### config.mk
export PLATFORM = sky130hd
export DESIGN_NAME = garo_sample_ctrl
export DESIGN_NICKNAME = d
export VERILOG_FILES = /design/src/rtl/garo_sample_ctrl_pkg.sv /design/src/rtl/garo_sample_ctrl_sync_2ff.sv /design/src/rtl/garo_sample_ctrl.sv
export SDC_FILE = /design/constraint.sdc
export NUM_CORES = 1
export LEC_CHECK = 0
export CAP_MARGIN = 20
export CORE_MARGIN = 3
export CORE_UTILIZATION = 62
export CTS_CLUSTER_DIAMETER = 30
export DETAILED_ROUTE_END_ITERATION = 10
export DONT_BUFFER_PORTS = 1
export PLACE_DENSITY_LB_ADDON = 0.12
export SLEW_MARGIN = 20
export SYNTH_ARGS = -nofsm -noshare
export SYNTH_HDL_FRONTEND = slang
export SYNTH_SLANG_ARGS = --single-unit
### constraint.sdc
create_clock -name clk -period 3.2 [get_ports clk]
set_input_delay 0.64 -clock clk [delete_from_list [all_inputs] [get_ports clk]]
set_output_delay 0.64 -clock clk [all_outputs]
set_load 0.1 [all_outputs]
### src/rtl/garo_sample_ctrl_pkg.sv
// Shared definitions for the GARO sample controller.
//   garo_state_e : sequencer states (3-bit encoding)
//   cnt_width()  : width of a counter that must hold a given terminal value
package garo_sample_ctrl_pkg;

   localparam int unsigned STATE_W = 3;

   typedef enum logic [STATE_W-1:0] {
      ST_IDLE   = 3'd0,
      ST_WARMUP = 3'd1,
      ST_SAMPLE = 3'd2,
      ST_OUTPUT = 3'd3,
      ST_FAIL   = 3'd4
   } garo_state_e;

   function automatic int unsigned cnt_width(input int unsigned terminal);
      return $clog2(terminal) + 1;
   endfunction

endpackage

### src/rtl/garo_sample_ctrl_sync_2ff.sv
// Two-flop synchronizer for the asynchronous oscillator bit.
//   clk_i  : destination clock
//   rst_ni : asynchronous active-low reset, flops reset to 0
//   d_i    : asynchronous input
//   q_o    : synchronized output (two clk_i cycles of latency)
module sync_2ff
   import garo_sample_ctrl_pkg::*;
(
   input  logic clk_i,
   input  logic rst_ni,
   input  logic d_i,
   output logic q_o
);

   logic meta_q;
   logic sync_q;

   always_ff @(posedge clk_i or negedge rst_ni) begin
      if (!rst_ni) begin
         meta_q <= 1'b0;
         sync_q <= 1'b0;
      end else begin
         meta_q <= d_i;
         sync_q <= meta_q;
      end
   end

   assign q_o = sync_q;

endmodule

### src/rtl/garo_sample_ctrl.sv
// Sequencer for one Galois ring oscillator entropy source.
// Enables the ring, waits a warm-up period, samples the synchronized raw bit
// every SAMPLE_DIV cycles, packs WORD_W samples (first sample at the MSB) into
// a word handed out over valid/ready, and runs a repetition-count health test
// that shuts the ring down until clr_fail.
//   clk, rst_n  : clock, asynchronous active-low reset
//   en          : level, run/stop the source
//   clr_fail    : pulse, clears a latched health failure (FAIL state only)
//   garo_bit    : raw oscillator output, asynchronous
//   garo_en     : ring enable
//   rnd_word    : assembled word, rnd_valid/rnd_ready handshake
//   busy        : high in WARMUP, SAMPLE, OUTPUT
//   health_fail : high while in FAIL
module garo_sample_ctrl
   import garo_sample_ctrl_pkg::*;
#(
   parameter int unsigned WORD_W     = 32,
   parameter int unsigned WARMUP_CYC = 256,
   parameter int unsigned SAMPLE_DIV = 8,
   parameter int unsigned REP_LIMIT  = 32
) (
   input  logic              clk,
   input  logic              rst_n,
   input  logic              en,
   input  logic              clr_fail,
   input  logic              garo_bit,
   output logic              garo_en,
   output logic [WORD_W-1:0] rnd_word,
   output logic              rnd_valid,
   input  logic              rnd_ready,
   output logic              busy,
   output logic              health_fail
);

   localparam int unsigned WARM_W = cnt_width(WARMUP_CYC);
   localparam int unsigned DIV_W  = cnt_width(SAMPLE_DIV);
   localparam int unsigned BIT_W  = cnt_width(WORD_W);
   localparam int unsigned REP_W  = cnt_width(REP_LIMIT);

   localparam logic [WARM_W-1:0] WARM_LAST = WARM_W'(WARMUP_CYC - 1);
   localparam logic [DIV_W-1:0]  DIV_LAST  = DIV_W'(SAMPLE_DIV - 1);
   localparam logic [BIT_W-1:0]  BIT_LAST  = BIT_W'(WORD_W - 1);
   localparam logic [REP_W-1:0]  REP_MAX   = REP_W'(REP_LIMIT);

   garo_state_e state_q, state_d;

   logic [WARM_W-1:0] warm_q, warm_d;
   logic [DIV_W-1:0]  div_q, div_d;
   logic [BIT_W-1:0]  bit_q, bit_d;
   logic [REP_W-1:0]  rep_q, rep_d;
   logic              prev_q, prev_d;
   // Only the WORD_W-1 earlier samples are stored; the completing sample is
   // appended straight from the synchronizer when the word is captured.
   logic [WORD_W-2:0] shift_q, shift_d;
   logic [WORD_W-1:0] word_q, word_d;
   logic              valid_q, valid_d;

   logic              sbit;
   logic              strobe;
   logic [REP_W-1:0]  rep_nxt;
   logic [WORD_W-1:0] shift_nxt;
   logic              rep_hit;
   logic              word_done;

   sync_2ff u_sync (
      .clk_i  (clk),
      .rst_ni (rst_n),
      .d_i    (garo_bit),
      .q_o    (sbit)
   );

   assign strobe    = (state_q == ST_SAMPLE) && (div_q == DIV_LAST);
   // rep_q == 0 marks the first sample after warm-up: no history to compare.
   assign rep_nxt   = ((rep_q == '0) || (sbit != prev_q)) ? REP_W'(1) : rep_q + REP_W'(1);
   assign shift_nxt = {shift_q, sbit};
   assign rep_hit   = strobe && (rep_nxt == REP_MAX);
   assign word_done = strobe && (bit_q == BIT_LAST);

   // State register
   always_ff @(posedge clk or negedge rst_n) begin
      if (!rst_n) begin
         state_q <= ST_IDLE;
      end else begin
         state_q <= state_d;
      end
   end

   // Next-state logic: health failure outranks en=0, which outranks word completion
   always_comb begin
      state_d = state_q;
      case (state_q)
         ST_IDLE: begin
            if (en) state_d = ST_WARMUP;
         end
         ST_WARMUP: begin
            if (!en)                     state_d = ST_IDLE;
            else if (warm_q == WARM_LAST) state_d = ST_SAMPLE;
         end
         ST_SAMPLE: begin
            if (rep_hit)        state_d = ST_FAIL;
            else if (!en)       state_d = ST_IDLE;
            else if (word_done) state_d = ST_OUTPUT;
         end
         ST_OUTPUT: begin
            if (rnd_ready) state_d = en ? ST_SAMPLE : ST_IDLE;
         end
         ST_FAIL: begin
            if (clr_fail) state_d = ST_IDLE;
         end
         default: state_d = ST_IDLE;
      endcase
   end

   // Outputs decoded from state
   always_comb begin
      garo_en     = 1'b0;
      busy        = 1'b0;
      health_fail = 1'b0;
      case (state_q)
         ST_WARMUP, ST_SAMPLE, ST_OUTPUT: begin
            garo_en = 1'b1;
            busy    = 1'b1;
         end
         ST_FAIL: health_fail = 1'b1;
         default: ;
      endcase
   end

   assign rnd_word  = word_q;
   assign rnd_valid = valid_q;

   // Datapath next-state: counters clear whenever their state is (re)entered
   always_comb begin
      warm_d  = '0;
      div_d   = '0;
      bit_d   = '0;
      rep_d   = rep_q;
      prev_d  = prev_q;
      shift_d = shift_q;
      word_d  = word_q;
      valid_d = valid_q;

      if (state_q == ST_WARMUP && state_d == ST_WARMUP) begin
         warm_d = warm_q + WARM_W'(1);
      end

      if (state_q == ST_SAMPLE && state_d == ST_SAMPLE) begin
         div_d = strobe ? '0 : div_q + DIV_W'(1);
         bit_d = strobe ? bit_q + BIT_W'(1) : bit_q;
      end

      if (state_q == ST_WARMUP) begin
         rep_d = '0;
      end else if (strobe) begin
         rep_d  = rep_nxt;
         prev_d = sbit;
      end

      if (strobe) begin
         shift_d = shift_nxt[WORD_W-2:0];
      end

      if (state_q == ST_SAMPLE && state_d == ST_OUTPUT) begin
         word_d  = shift_nxt;
         valid_d = 1'b1;
      end else if (state_q == ST_OUTPUT && rnd_ready) begin
         valid_d = 1'b0;
      end
   end

   always_ff @(posedge clk or negedge rst_n) begin
      if (!rst_n) begin
         warm_q  <= '0;
         div_q   <= '0;
         bit_q   <= '0;
         rep_q   <= '0;
         prev_q  <= 1'b0;
         shift_q <= '0;
         word_q  <= '0;
         valid_q <= 1'b0;
      end else begin
         warm_q  <= warm_d;
         div_q   <= div_d;
         bit_q   <= bit_d;
         rep_q   <= rep_d;
         prev_q  <= prev_d;
         shift_q <= shift_d;
         word_q  <= word_d;
         valid_q <= valid_d;
      end
   end

endmodule

==> impl_metrics.env, run 1 <==
export IMPL_run_status="finished, final reports clean"
export IMPL_clock_sinks=95
export IMPL_post_synth_cell_area_avg_um2=13.4
export IMPL_yosysTopAreaCell="dfrtp_1"
export IMPL_rr_startpoint="rep_q[0]"
export IMPL_clk_pin_slew_ns=0.09
export IMPL_mappedNetlistArea_mm2=0.00396
export IMPL_fp_dieW_um=85.9
export IMPL_finalCritPeriodShare=0.827
export IMPL_synth_area_leaders="dfrtp_1 60%, mux2_1 9.1%, mux2_2 8.5%"
export IMPL_hold_class="in -> async"
export IMPL_place_congestion=0.763
export IMPL_dieHeight_um=85.9
export IMPL_die_area_mm2=0.00738
export IMPL_maxCapViolCount=0
export IMPL_required_ns=3.43
export IMPL_cp_start_kind="flip-flop"
export IMPL_hpwl_um=3910
export IMPL_cp_end_kind="flip-flop"
export IMPL_antenna_found_initial=0
export IMPL_critPathLaunch="rep_q[0]"
export IMPL_hold_viol=0
export IMPL_drive_gt1_frac=0.183
export IMPL_syn_num_nets=308
export IMPL_crit_arrival_ns=2.88
export IMPL_p_leak_nw=2.13
export IMPL_peakVddDrop_uv=440
export IMPL_synth_top_family_by_area="multiplexers"
export IMPL_antenna_cells=0
export IMPL_grt_pass1_vias=2268
export IMPL_drt_first_pass_iters=4
export IMPL_worstPathMaxFanout=34
export IMPL_setup_violations_final=0
export IMPL_overflow=0
export IMPL_ys_ff_latch=95
export IMPL_cts_root_buf="clkbuf_8"
export IMPL_wl_per_cell_um=15.8
export IMPL_power_density_mw_per_mm2=509
export IMPL_netlist_area_leader_share=0.600
export IMPL_max_slew_margin=0.387
export IMPL_io_buffers=0
export IMPL_nets=313
export IMPL_synth_compound_area_share=0.0398
export IMPL_drt_iter0_drc=103
export IMPL_grtUsageTotal=0.183
export IMPL_cts_tree="yes"
export IMPL_num_rows=28
export IMPL_coreArea_mm2=0.00606
export IMPL_synth_cell_type_count=41
export IMPL_grt_start_max_net_pins=96
export IMPL_r2r_cells=8
export IMPL_finalSetupTns_ns=0
export IMPL_final_cell_area_mm2=0.00430
export IMPL_place_area_mm2=0.00403
export IMPL_vias=2171
export IMPL_muxShareOfSynthArea=0.179
export IMPL_synth_simple_gate_area_frac=0.0982
export IMPL_clock_latency_ns=0.35
export IMPL_cts_setup_buffers=0
export IMPL_r2r_slack_ns=0.55
export IMPL_seq_area_frac_synth=0.600
export IMPL_start_util=0.654
export IMPL_cts_buffers=9
export IMPL_drv_slew=0
export IMPL_finalCriticalPeriod_ns=2.65
export IMPL_antenna_left=0
export IMPL_htree_num_levels=3
export IMPL_fillCellCount=420
export IMPL_syn_inst=296
export IMPL_drt_wl_total_um=6030
export IMPL_postCtsHoldBufs=1
export IMPL_synthAdderAreaFrac=0.0190
export IMPL_area_growth_pct=8.53
export IMPL_num_io_pins=42
export IMPL_synth_xor_area_share=0.0376
export IMPL_fin_worst_skew_ns=0.00618
export IMPL_tightest_slew_ns=0.920
export IMPL_grt_pass1_wl_um=10500
export IMPL_critical_path_class="reg -> reg"
export IMPL_ctsResizeCount=0
export IMPL_clockBufferDepth=2
export IMPL_fmax_mhz=378
export IMPL_viasPerCell=5.70
export IMPL_yosys_warnings=0
export IMPL_drc=0
export IMPL_rsz0062_at_grt="false"
export IMPL_regToRegEndpoint="rnd_word[10]"
[cell type report]
type | count | area [um^2] | share of cell area
sequential | 95 | 2380 | 0.553
clock buffer | 11 | 141 | 0.0329
multi-input combinational | 181 | 1490 | 0.346
tap | 75 | 93.8 | 0.0218
clock inverter | 5 | 104 | 0.0242
inverter | 8 | 30.0 | 0.00698
timing repair buffer | 6 | 65.1 | 0.0151
[worst max path at each step]
stage                     cells past startpoint  slack, ns           end
final                                         8       0.55  rnd_word[10]
after global routing                          8       0.36   rnd_word[2]
after CTS                                     8       0.52  rnd_word[10]
after detailed placement                      8       0.54  rnd_word[10]
after global placement                        8       0.62  rnd_word[22]
after floorplan                               3       0.31       garo_en
[worst max-delay path, stage by stage (launching register included)]
cell and delay [ns]:
dfrtp_1 0.39, inv_1 0.07, ha_1 0.18, nor4b_1 0.15, a211oi_1 0.29, or3b_1 0.45
o31ai_4 0.19, buf_4 0.42, mux2_1 0.38
[layout by cell type (no fill, tap or decap), drive strengths merged, types with 2 or more instances in the layout]
cell type,instances
nor3,10
and3b,2
nand3,9
dfrtp,95
nand4,4
xnor2,9
nand2b,2
o21ai,7
nand3b,3
xor2,8
and2,4
a22o,3
mux2,62
nor2b,2
ha,6
a21oi,2
buf,6
o21a,2
nor4,2
inv,9
nand2,14
bufinv,3
clkbuf,11
nor2,16
[metrics by stage]
stage | instances | power [mW] | utilization | setup slack (ns) | hold WS [ns]
after floorplan | 296 | 1.25 | - | 0.313 | 0.331
after global placement | 364 | 1.25 | 0.664 | 0.622 | 0.334
after detailed placement | 364 | 1.25 | 0.664 | 0.537 | 0.339
after CTS | 381 | 2.22 | 0.709 | 0.519 | 0.211
after global routing | 381 | 2.27 | 0.709 | 0.362 | 0.213
final | 381 | 2.19 | 0.709 | 0.553 | 0.151
[registers in the layout, summed over array words and instances, names as in the netlist]
signal,flops
shift_q,31
rnd_valid,1
warm_q,9
state_q,3
u_sync.q_o,1
rep_q,6
bit_q,6
u_sync.meta_q,1
div_q,4
prev_q,1
rnd_word,32
[layer usage]
layer / vias to the layer above / track usage / wire [um] / share of wire
met5: - / 0 / 0 / 0
met4: 0 / 0.0691 / 97 / 0.016
met3: 10 / 0.0672 / 346 / 0.057
met2: 32 / 0.289 / 2830 / 0.47
met1: 1086 / 0.231 / 2760 / 0.46
li1: 1043 / - / - / -
[cells by family (layout without fill, tap and decap cells)]
logic type      after synthesis  in the layout
flops                        95             95
simple gates                 74             74
mux                          63             63
compound gates               21             21
buf+inv                      20             30
xor+xnor                     17             17
fa+ha+maj                     6              6
[where the power goes]
part	switching, mW	total [mW]	internal, mW
logic	0.0398	0.0479	0.00815
clock network	0.395	0.937	0.542
registers	0.00300	1.21	1.20
total	0.438	2.19	1.75
[cell usage after synthesis]
cell and number:
a211oi_1 1, a21o_1 1, a21oi_1 2, a22o_1 3
a22oi_1 1, a31oi_1 1, and2_1 4, and3_1 1
and3b_1 2, and4_1 1, buf_2 3, buf_4 1
buf_6 3, clkbuf_1 5, dfrtp_1 95, ha_1 6
inv_1 8, mux2_1 32, mux2_2 30, mux2i_1 1
nand2_1 14, nand2b_1 2, nand3_1 9, nand3b_1 3
nand4_1 4, nand4b_1 1, nor2_1 16, nor2b_1 2
nor3_1 10, nor3b_2 1, nor4_1 2, nor4b_1 1
o211ai_2 1, o21a_1 2, o21ai_0 6, o21ai_1 1
o311ai_1 1, o31ai_4 1, or3b_1 1, xnor2_1 9
xor2_1 8
Note: power is estimated with default switching activity, not from simulation.
==> run 2, diff against run 1 <==
Clock period 3.2 ns to 2.5 ns, I/O delays scaled along.
==> impl_metrics.env, run 2 (synthesis gave the netlist of run 1 again) <==
export IMPL_run_status="finished with violations"
export IMPL_violations="hold timing"
export IMPL_fp_dieW_um=85.9
export IMPL_hpwl_um=3890
export IMPL_clk_pin_slew_ns=0.09
export IMPL_htree_num_levels=3
export IMPL_clock_latency_ns=0.35
export IMPL_fmax_mhz=405
export IMPL_largest_reg_flops=32
export IMPL_grt_start_max_net_pins=96
export IMPL_drt_iter0_drc=140
export IMPL_antenna_found_initial=0
export IMPL_mostFrequentLayoutCell="dfrtp_1"
export IMPL_worstPathMaxFanout=8
export IMPL_fillCellCount=402
export IMPL_critPathLaunch="rep_q[0]"
export IMPL_final_cell_area_mm2=0.00447
export IMPL_rsz0062_at_grt="true"
export IMPL_drt_wl_total_um=7040
export IMPL_cp_start_kind="flip-flop"
export IMPL_antenna_left=0
export IMPL_cpPeakStageDelay_ns=0.44
export IMPL_hold_class="in -> async"
export IMPL_power_density_mw_per_mm2=548
export IMPL_num_io_pins=42
export IMPL_rr_startpoint="rep_q[0]"
export IMPL_cts_buffers=9
export IMPL_cp_end_kind="flip-flop"
export IMPL_drive_gt1_frac=0.293
export IMPL_grt_pass1_vias=2310
export IMPL_crit_chain="inv_2, ha_2, nor4b_4, a211oi_2, or3b_4, o31ai_4, buf_6, clkbuf_16, mux2_1"
export IMPL_viasPerCell=5.88
export IMPL_nets=325
export IMPL_hold_slack_ns=-0.163
export IMPL_area_growth_pct=12.7
export IMPL_max_slew_margin=0.381
export IMPL_cts_tree="yes"
export IMPL_finalPower_mw=2.45
export IMPL_grt_pass1_wl_um=11200
export IMPL_dieHeight_um=85.9
export IMPL_peakVddDrop_uv=497
export IMPL_p_leak_nw=2.25
export IMPL_final_cell_mix="95 x dfrtp_1, 30 x mux2_2, 21 x mux2_4"
export IMPL_io_buffers=0
export IMPL_crit_arrival_ns=2.71
export IMPL_slowest_stage="or3b_4"
export IMPL_cts_root_buf="clkbuf_8"
export IMPL_fin_worst_skew_ns=0.00717
export IMPL_drt_first_pass_iters=4
export IMPL_place_area_mm2=0.00405
export IMPL_antenna_cells=0
export IMPL_setup_violations_final=0
export IMPL_die_area_mm2=0.00738
export IMPL_num_rows=28
export IMPL_pre_cts_slack_ns=0.00591
export IMPL_finalCritPeriodShare=0.989
export IMPL_finalCriticalPeriod_ns=2.47
export IMPL_critical_path_class="reg -> reg"
export IMPL_wl_per_cell_um=18.0
export IMPL_clockBufferDepth=2
export IMPL_start_util=0.654
export IMPL_maxCapViolCount=0
export IMPL_place_congestion=0.744
export IMPL_vias=2305
export IMPL_fin_ws_ns=0.0282
export IMPL_drv_slew=0
export IMPL_hold_viol=95
export IMPL_coreArea_mm2=0.00606
export IMPL_tightest_slew_ns=0.928
export IMPL_clock_sinks=95
export IMPL_drc=0
export IMPL_overflow=0
export IMPL_required_ns=2.73
export IMPL_grtUsageTotal=0.192
run 2: final cells by class:
cell class,count,area [um^2],share of cell area
sequential,95,2380,0.532
clock inverter,5,35.0,0.00785
timing repair buffer,18,210,0.0471
clock buffer,10,128,0.0286
tap,75,93.8,0.0210
inverter,8,30.0,0.00672
multi-input combinational,181,1590,0.356
run 2: worst paths after layout:
kind	to	slack, ns	depth (start not counted)
worst max-delay path	rnd_word[10]	0.03	9
worst min-delay path	warm_q[4]	-0.16	0
worst max register to register	rnd_word[10]	0.03	9
worst min register to register	u_sync.q_o	0.36	0
max in group asynchronous	rnd_word[19]	2.52	0
min in group clk	u_sync.meta_q	0.17	0
run 2: metrics by stage:
stage                util  setup TNS [ns]  instances
floorplan               -               0        296
global placement    0.669               0        366
detailed placement  0.669               0        366
CTS                 0.706               0        386
global route        0.737          -0.582        392
finish              0.737               0        392
run 2: repair_timing:
| item | in CTS | in global routing |
|---|---|---|
| cloned | 1 | 2 |
| pin swaps | 2 | 2 |
| hold endpoints to repair | 95 | 95 |
| setup buffers | 4 | 4 |
| resized for setup | 2 | 28 |
| endpoints found under the setup margin | 1 | 32 |
run 2: report_power, final:
part           switching (mW)  internal [mW]
clock                   0.515          0.359
sequential            0.00368           1.54
combinational          0.0249        0.00598
total                   0.544           1.90
run 2: critical path, delay by kind of cell (launching register included):
family / cells / cell delay, ns
buffers and inverters: 3 / 0.38
flip-flops: 1 / 0.38
AND/OR/NAND/NOR: 2 / 0.57
AO/OA/AOI/OAI: 2 / 0.52
adder cells (fa/ha/maj): 1 / 0.17
multiplexers: 1 / 0.32
run 2: per-layer routing:
metal	part of all wire	vias to the layer above	wire length [um]	GRT usage
li1	-	1061	-	-
met1	0.46	1188	3250	0.277
met2	0.48	46	3390	0.283
met3	0.044	10	312	0.0451
met4	0.013	0	92	0.0777
met5	0	-	0	0
==> run 3, diff against run 2 <==
Settings changed: MAX_ROUTING_LAYER set to met4.
==> impl_metrics.env, run 3 (synthesis gave the netlist of run 1 again) <==
export IMPL_cts_buffers=9
export IMPL_finalCritPeriodShare=0.986
export IMPL_run_status="finished with violations"
export IMPL_htree_num_levels=3
export IMPL_clockBufferDepth=2
export IMPL_fmax_mhz=406
export IMPL_critical_path_class="reg -> reg"
export IMPL_dieHeight_um=85.9
export IMPL_drt_wl_total_um=7060
export IMPL_final_cell_mix="95 x dfrtp_1, 30 x mux2_2, 23 x mux2_4"
export IMPL_die_area_mm2=0.00738
export IMPL_antenna_cells=0
export IMPL_cpPeakStageDelay_ns=0.44
export IMPL_overflow=0
export IMPL_worstPathMaxFanout=8
export IMPL_maxCapViolCount=0
export IMPL_drt_first_pass_iters=4
export IMPL_crit_chain="inv_2, ha_2, nor4b_4, a211oi_2, or3b_4, o31ai_4, buf_6, clkbuf_16, mux2_1"
export IMPL_drive_gt1_frac=0.300
export IMPL_fin_worst_skew_ns=0.00591
export IMPL_cts_tree="yes"
export IMPL_grt_pass1_vias=2306
export IMPL_nets=325
export IMPL_area_growth_pct=12.9
export IMPL_coreArea_mm2=0.00606
export IMPL_vias=2310
export IMPL_num_rows=28
export IMPL_start_util=0.654
export IMPL_grt_pass1_wl_um=11200
export IMPL_place_area_mm2=0.00405
export IMPL_clock_sinks=95
export IMPL_required_ns=2.73
export IMPL_antenna_left=0
export IMPL_wl_per_cell_um=18.0
export IMPL_clock_latency_ns=0.35
export IMPL_power_density_mw_per_mm2=548
export IMPL_fp_dieW_um=85.9
export IMPL_p_leak_nw=2.26
export IMPL_num_io_pins=42
export IMPL_viasPerCell=5.89
export IMPL_cts_root_buf="clkbuf_8"
export IMPL_finalCriticalPeriod_ns=2.46
export IMPL_drt_iter0_drc=116
export IMPL_drv_slew=0
export IMPL_rsz0062_at_grt="true"
export IMPL_crit_arrival_ns=2.70
export IMPL_hold_slack_ns=-0.164
export IMPL_clk_pin_slew_ns=0.09
export IMPL_mostFrequentLayoutCell="dfrtp_1"
export IMPL_grtUsageTotal=0.199
export IMPL_antenna_found_initial=0
export IMPL_place_congestion=0.753
export IMPL_drc=0
export IMPL_tightest_slew_ns=0.926
export IMPL_violations="hold timing"
export IMPL_slowest_stage="or3b_4"
export IMPL_peakVddDrop_uv=498
export IMPL_hold_class="in -> async"
export IMPL_grt_start_max_net_pins=96
export IMPL_hpwl_um=3890
export IMPL_cp_start_kind="flip-flop"
export IMPL_final_cell_area_mm2=0.00447
export IMPL_finalSetupTns_ns=0
export IMPL_setup_violations_final=0
export IMPL_largest_reg_flops=32
export IMPL_cp_end_kind="flip-flop"
export IMPL_hold_viol=95
export IMPL_max_slew_margin=0.382
export IMPL_fillCellCount=400
export IMPL_io_buffers=0
## run 3: changes by cell type in the layout (fill, tap and decap cells not counted)
cell | previous run | this run
mux2_4 | 21 | 23
mux2_1 | 11 | 9
## run 3: report_power, final
| part | switching, mW | internal [mW] |
|---|---|---|
| clock | 0.517 | 0.359 |
| combinational | 0.0249 | 0.00598 |
| sequential | 0.00367 | 1.54 |
| total | 0.545 | 1.90 |
## run 3: metrics by stage
| stage | cells | hold WS (ns) | total power [mW] | util | worst slack, ns |
|---|---|---|---|---|---|
| floorplan | 296 | 0.204 | 1.60 | - | 0.106 |
| global placement | 366 | 0.207 | 1.60 | 0.669 | 0.0736 |
| detailed placement | 366 | 0.207 | 1.60 | 0.669 | 0.00591 |
| CTS | 386 | -0.174 | 2.46 | 0.706 | 0.0319 |
| global route | 392 | -0.186 | 2.54 | 0.738 | -0.0367 |
| finish | 392 | -0.164 | 2.45 | 0.738 | 0.0357 |
## run 3: worst max-delay path, delay by kind of cell, from the launching register on
kind                     cells  cell delay [ns]
AND/OR/NAND/NOR              2             0.57
AO/OA/AOI/OAI                2             0.52
flip-flops                   1             0.38
buffers and inverters        3             0.38
multiplexers                 1             0.32
adder cells (fa/ha/maj)      1             0.17
## run 3: cell type report
class	count	area, um^2	area share
timing repair buffer	18	210	0.0470
clock buffer	10	128	0.0285
tap	75	93.8	0.0210
inverter	8	30.0	0.00671
clock inverter	5	35.0	0.00783
sequential	95	2380	0.531
multi-input combinational	181	1600	0.357
## run 3: per-layer routing
metal,track usage,routed length [um]
met5,-,0
met4,0.0777,95
met3,0.0442,312
met2,0.282,3400
met1,0.281,3250
## run 3: final timing paths
check | start | depth (start not counted) | end | slack, ns
min in group clk | garo_bit | 0 | u_sync.meta_q | 0.17
max reg2reg | rep_q[0] | 9 | rnd_word[12] | 0.04
max | rep_q[0] | 9 | rnd_word[12] | 0.04
min reg2reg | u_sync.meta_q | 0 | u_sync.q_o | 0.36
max in group asynchronous | rst_n | 0 | shift_q[18] | 2.50
min | rst_n | 0 | warm_q[4] | -0.16
## run 3: repair_timing
action	CTS	global route
cloned	1	2
buffers inserted	4	4
pin swaps	2	2
gates resized for setup	2	30
hold endpoints to repair	95	95
endpoints found under the setup margin	1	32
==> RTL edit 1 (flow settings as in run 1) <==
Take the reset off `shift_q` and `word_q` and load them in a clocked block of their own.
--- a/src/rtl/garo_sample_ctrl.sv
+++ b/src/rtl/garo_sample_ctrl.sv
@@ -175,8 +175,6 @@
          bit_q   <= '0;
          rep_q   <= '0;
          prev_q  <= 1'b0;
-         shift_q <= '0;
-         word_q  <= '0;
          valid_q <= 1'b0;
       end else begin
          warm_q  <= warm_d;
@@ -184,11 +182,14 @@
          bit_q   <= bit_d;
          rep_q   <= rep_d;
          prev_q  <= prev_d;
-         shift_q <= shift_d;
-         word_q  <= word_d;
          valid_q <= valid_d;
       end
    end
 
+   always_ff @(posedge clk) begin
+      shift_q <= shift_d;
+      word_q  <= word_d;
+   end
+
 endmodule
 
Formal check against the unedited RTL: no difference found for any inputs over 10 cycles, from zero or initial values and one cycle with rst_n low; that may be too few to reach the edited logic, so the function may still have changed.
==> RTL edit 1 against run 1 <==
  * Total power decreased by 3.4%
  * Final area decreased by 6.9%
  * Area after synthesis decreased by 7.7%
  * Critical path depth decreased by 1
  * Sequential cell count unchanged
  * Setup slack improved by 0.14 ns
  * Global-route usage increased by 1.3 points
  * Wire length increased by 3.0%
==> RTL edit 1: results (changes against run 1) <==
| Metric | Value |
|---|---|
| Post-synth top cells | edfxtp_1, dfrtp_1, nor2_1 |
| Multi-input combinational area share | 0.228 (-0.118) |
| Buffering overhead | 0.0206 (+0.00550) |
| Worst path max stage delay | 0.50 ns (+0.05 ns) |
| Register area share after synthesis | 0.736 (+0.136) |
| Synthesized area per cell | 15.6 um2 (+16%) |
| Syn_nets | 247 (-20%) |
| Grt met1 use | 0.273 (+0.0422) |
| Internal power | 1670 uW (-4.7%) |
| Non-Filler Instances | 324 (-15%) |
| Worst-skew pair later-pin latency | 0.37 ns (+0.02 ns) |
| Outcome | finished clean |
| Layout cells sized above 1 | 0.155 (-0.0282) |
| Number of global-route vias before repair | 1957 (-14%) |
| Pleak | 0.00146 uW (-31%) |
| Slowest cell on the critical path | or4b_4 |
| Crit Path Max Fanout | 32 (-5.9%) |
| Placed insts | 307 (-16%) |
| Worst setup path endpoint | rnd_word[7] |
| Post-synth ARST share | 0.337 (-0.663) |
| GP Congestion | 0.836 (+9.6%) |
| Worst vdd ir | 0.264 mV (-40%) |
| Non-CTS buffers | 7 (+1) |
| Layout clock area frac | 0.0488 (-0.00828) |
| Top_reg_cell synth | edfxtp_1 |
| Placement Setup Slack | 0.712 ns (+0.175 ns) |
| Post-synth EDFFs | 63 (+63) |
| Final instance area | 4000 um2 (-6.9%) |
| Worst slew margin | 0.349 (-0.0373) |
| Critical Path AT | 2.53 ns (-0.35 ns) |
| GR met2 Demand/Resource | 0.289 (-0.000789) |
| Fin Hold WS | 0.0871 ns (-0.0636 ns) |
| Vias | 1963 (-9.6%) |
| DR iter-0 viols | 140 (+36%) |
| GRT met3 Usage | 0.0714 (+0.00419) |
| Fillers | 357 (-15%) |
| Overall Global Routing Usage | 0.196 (+0.0130) |
| Sequential cell area | 2690 um2 (+13%) |
| Post-detailed-route wirelength per cell | 19.2 um (+21%) |
| DP Wirelength | 3.99 mm (+2.0%) |
| Seq pwr share | 0.616 (+0.066) |
| Largest net degree at the start of global routing | 33 (-66%) |
| Sw frac | 0.211 (+0.0107) |
| Cell variety after synth | 49 (+20%) |
RTL edit 1: cell count changes in the layout (fill, tap and decap cells not counted), moves of 3 or more:
cell,before,now
nand2_1,14,10
or3_1,0,3
mux2_1,32,0
dfrtp_1,95,32
mux2_2,30,0
nor3_1,10,5
a211oi_1,1,6
edfxtp_1,0,63
RTL edit 1: per-layer routing:
metal | vias up | wire length [um]
met4 | 0 | 119
met2 | 86 | 2850
met1 | 968 | 2700
li1 | 893 | -
met3 | 16 | 542
met5 | - | 0
RTL edit 1: kinds of logic (layout without fill, tap and decap cells):
logic type / Yosys count / count (layout) / share of synthesized area
DFF: 95 / 95 / 0.736
and+or+nand+nor: 71 / 71 / 0.107
AOI/OAI and AO/OA: 30 / 30 / 0.0677
xor gates and xnor gates: 17 / 17 / 0.0407
buffers and inverters: 14 / 31 / 0.0209
adders and majority gates: 6 / 6 / 0.0205
muxes: 2 / 2 / 0.00650
==> RTL edit 2 (flow settings as in run 1) <==
Without the edit above. The parameter `WARMUP_CYC` goes from 256 to 512.
--- a/src/rtl/garo_sample_ctrl.sv
+++ b/src/rtl/garo_sample_ctrl.sv
@@ -15,7 +15,7 @@
    import garo_sample_ctrl_pkg::*;
 #(
    parameter int unsigned WORD_W     = 32,
-   parameter int unsigned WARMUP_CYC = 256,
+   parameter int unsigned WARMUP_CYC = 512,
    parameter int unsigned SAMPLE_DIV = 8,
    parameter int unsigned REP_LIMIT  = 32
 ) (
Check against the original RTL: no difference found for any inputs over 10 cycles, from zero or initial values and one cycle with rst_n low; that may be too few to reach the edited logic, so the function may still have changed.
==> RTL edit 2 against run 1 <==
  * Sequential cell count is 1 higher
  * Maximum frequency is 9.2% higher
  * Final area is 3.7% higher
  * Area after synthesis is 5.4% higher
  * Wire length is 18% higher
  * Setup slack better by 0.22 ns
  * Sequential share of layout area is 1.4 points lower
  * Worst hold slack better by 0.042 ns
  * Combinational power is 91% higher
  * Total power is 5.5% lower
  * Count of clock-buffer cells in the layout is 2 lower
  * Largest cell class unchanged
  * Highest routed layer unchanged
==> RTL edit 2: results (changes against run 1) <==
| Metric | Value |
|---|---|
| Outcome | finished clean |
| Worst-margin pin slew | 0.934 ns (+0.0144 ns) |
| Worst-skew pair later-pin latency | 0.36 ns |
| Overall Global Routing Usage | 0.202 (+0.0194) |
| Final worst slack | 0.776 ns (+0.223 ns) |
| Placement Setup Slack | 0.803 ns (+0.267 ns) |
| Worst setup path endpoint | rnd_word[16] |
| Layout cells sized above 1 | 0.164 (-0.0189) |
| Clock Skew | 0.0106 ns (+0.00438 ns) |
| DP Wirelength | 4.70 mm (+20%) |
| Layout Nets | 390 (+25%) |
| Routed WL | 7.11 mm (+18%) |
| Post-CTS Setup Inserts | 0 (unchanged) |
| Syn Inst Count | 375 (+27%) |
| Top_reg_cell synth | dfrtp_1 |
| Post-synth top cells | nand2_1, dfrtp_1, mux2_4 |
| Number of flip-flops in the largest register | 32 (unchanged) |
| Cell variety after synth | 42 (+2.4%) |
| Worst path max stage delay | 0.51 ns (+0.06 ns) |
| Pre-antenna DRT Iters | 4 (unchanged) |
| Register area share after synthesis | 0.576 (-0.0246) |
| Ys Warns | 0 (unchanged) |
| Crit Path Max Fanout | 19 (-44%) |
| Reg2Reg Depth | 7 (-1) |
| Antenna viol nets, final | 0 (unchanged) |
| Grt met1 use | 0.280 (+0.0493) |
| GRT met3 Usage | 0.0621 (-0.00515) |
| GP Congestion | 0.778 (+1.9%) |
| Post-detailed-route wirelength per cell | 15.4 um (-2.6%) |
| GR met2 Demand/Resource | 0.306 (+0.0167) |
| NetSw | 531 uW (+21%) |
| Pleak | 0.00227 uW (+6.8%) |
| Worst vdd ir | 0.285 mV (-35%) |
| First-pass GRT wire length | 12.1 mm (+15%) |
| Fillers | 481 (+15%) |
| Slowest cell on the critical path | dfrtp_1 |
| Reg2Reg Setup Slack | 0.78 ns (+0.22 ns) |
| Number of global-route vias before repair | 2571 (+13%) |
| Critical Path AT | 2.68 ns (-0.20 ns) |
| Crit Path Category | reg -> reg |
| Top cell family by delay on the critical path | flip-flops |
| Largest net degree at the start of global routing | 97 (+1.0%) |
| Routed vias/inst | 5.54 (-2.8%) |
| Top post-synthesis cells by area | dfrtp_1, mux2_4, nand2_1, nor2_1, xor2_1 |
| DR iter-0 viols | 179 (+74%) |
| Placed insts | 444 (+22%) |
[RTL edit 2: cells by family (layout without fill, tap and decap cells)]
group / Yosys count / in the layout / share of synthesized area
xor+xnor: 19 / 19 / 0.0399
buf+inv: 23 / 32 / 0.0297
fa+ha+maj: 5 / 5 / 0.0150
flops: 96 / 96 / 0.576
compound gates: 24 / 24 / 0.0393
simple gates: 175 / 175 / 0.187
mux: 33 / 33 / 0.114
[RTL edit 2: power groups by stage]
stage / sequential [uW] / combinational [uW] / clock [uW]
detailed placement: 1250 / 66.6 / 0
global placement: 1250 / 65.9 / 0
finish: 1230 / 91.3 / 752
global route: 1230 / 102 / 827
CTS: 1230 / 93.8 / 779
floorplan: 1250 / 59.1 / 0
[RTL edit 2: worst min-delay path by stage]
stage	end	depth (start not counted)
after floorplan	u_sync.q_o	0
after global placement	u_sync.q_o	0
after detailed placement	u_sync.q_o	0
after CTS	rnd_word[14]	1
after global routing	rnd_word[28]	1
final	rnd_word[28]	1
[RTL edit 2: final cells by class]
type	count	area, um2	area share
Sequential cell	96	2400	0.539
Multi-Input combinational cell	256	1660	0.371
Clock buffer	9	124	0.0278
Tap cell	77	96.3	0.0216
Timing Repair Buffer	8	80.1	0.0180
Clock inverter	7	70.1	0.0157
Inverter	8	30.0	0.00674
[RTL edit 2: metal layers]
layer	routed length, um	vias up
met3	297	8
met5	0	-
met1	3460	1243
met2	3250	42
li1	-	1259
met4	99	0
[RTL edit 2: stage by stage]
stage	total power (uW)	area, um2	hold slack [ns]	util
after global routing	2160	4460	0.208	0.694
after CTS	2100	4460	0.197	0.694
final	2070	4460	0.193	0.694
after floorplan	1310	4170	0.331	-
after detailed placement	1320	4240	0.343	0.660
after global placement	1320	4240	0.339	0.660
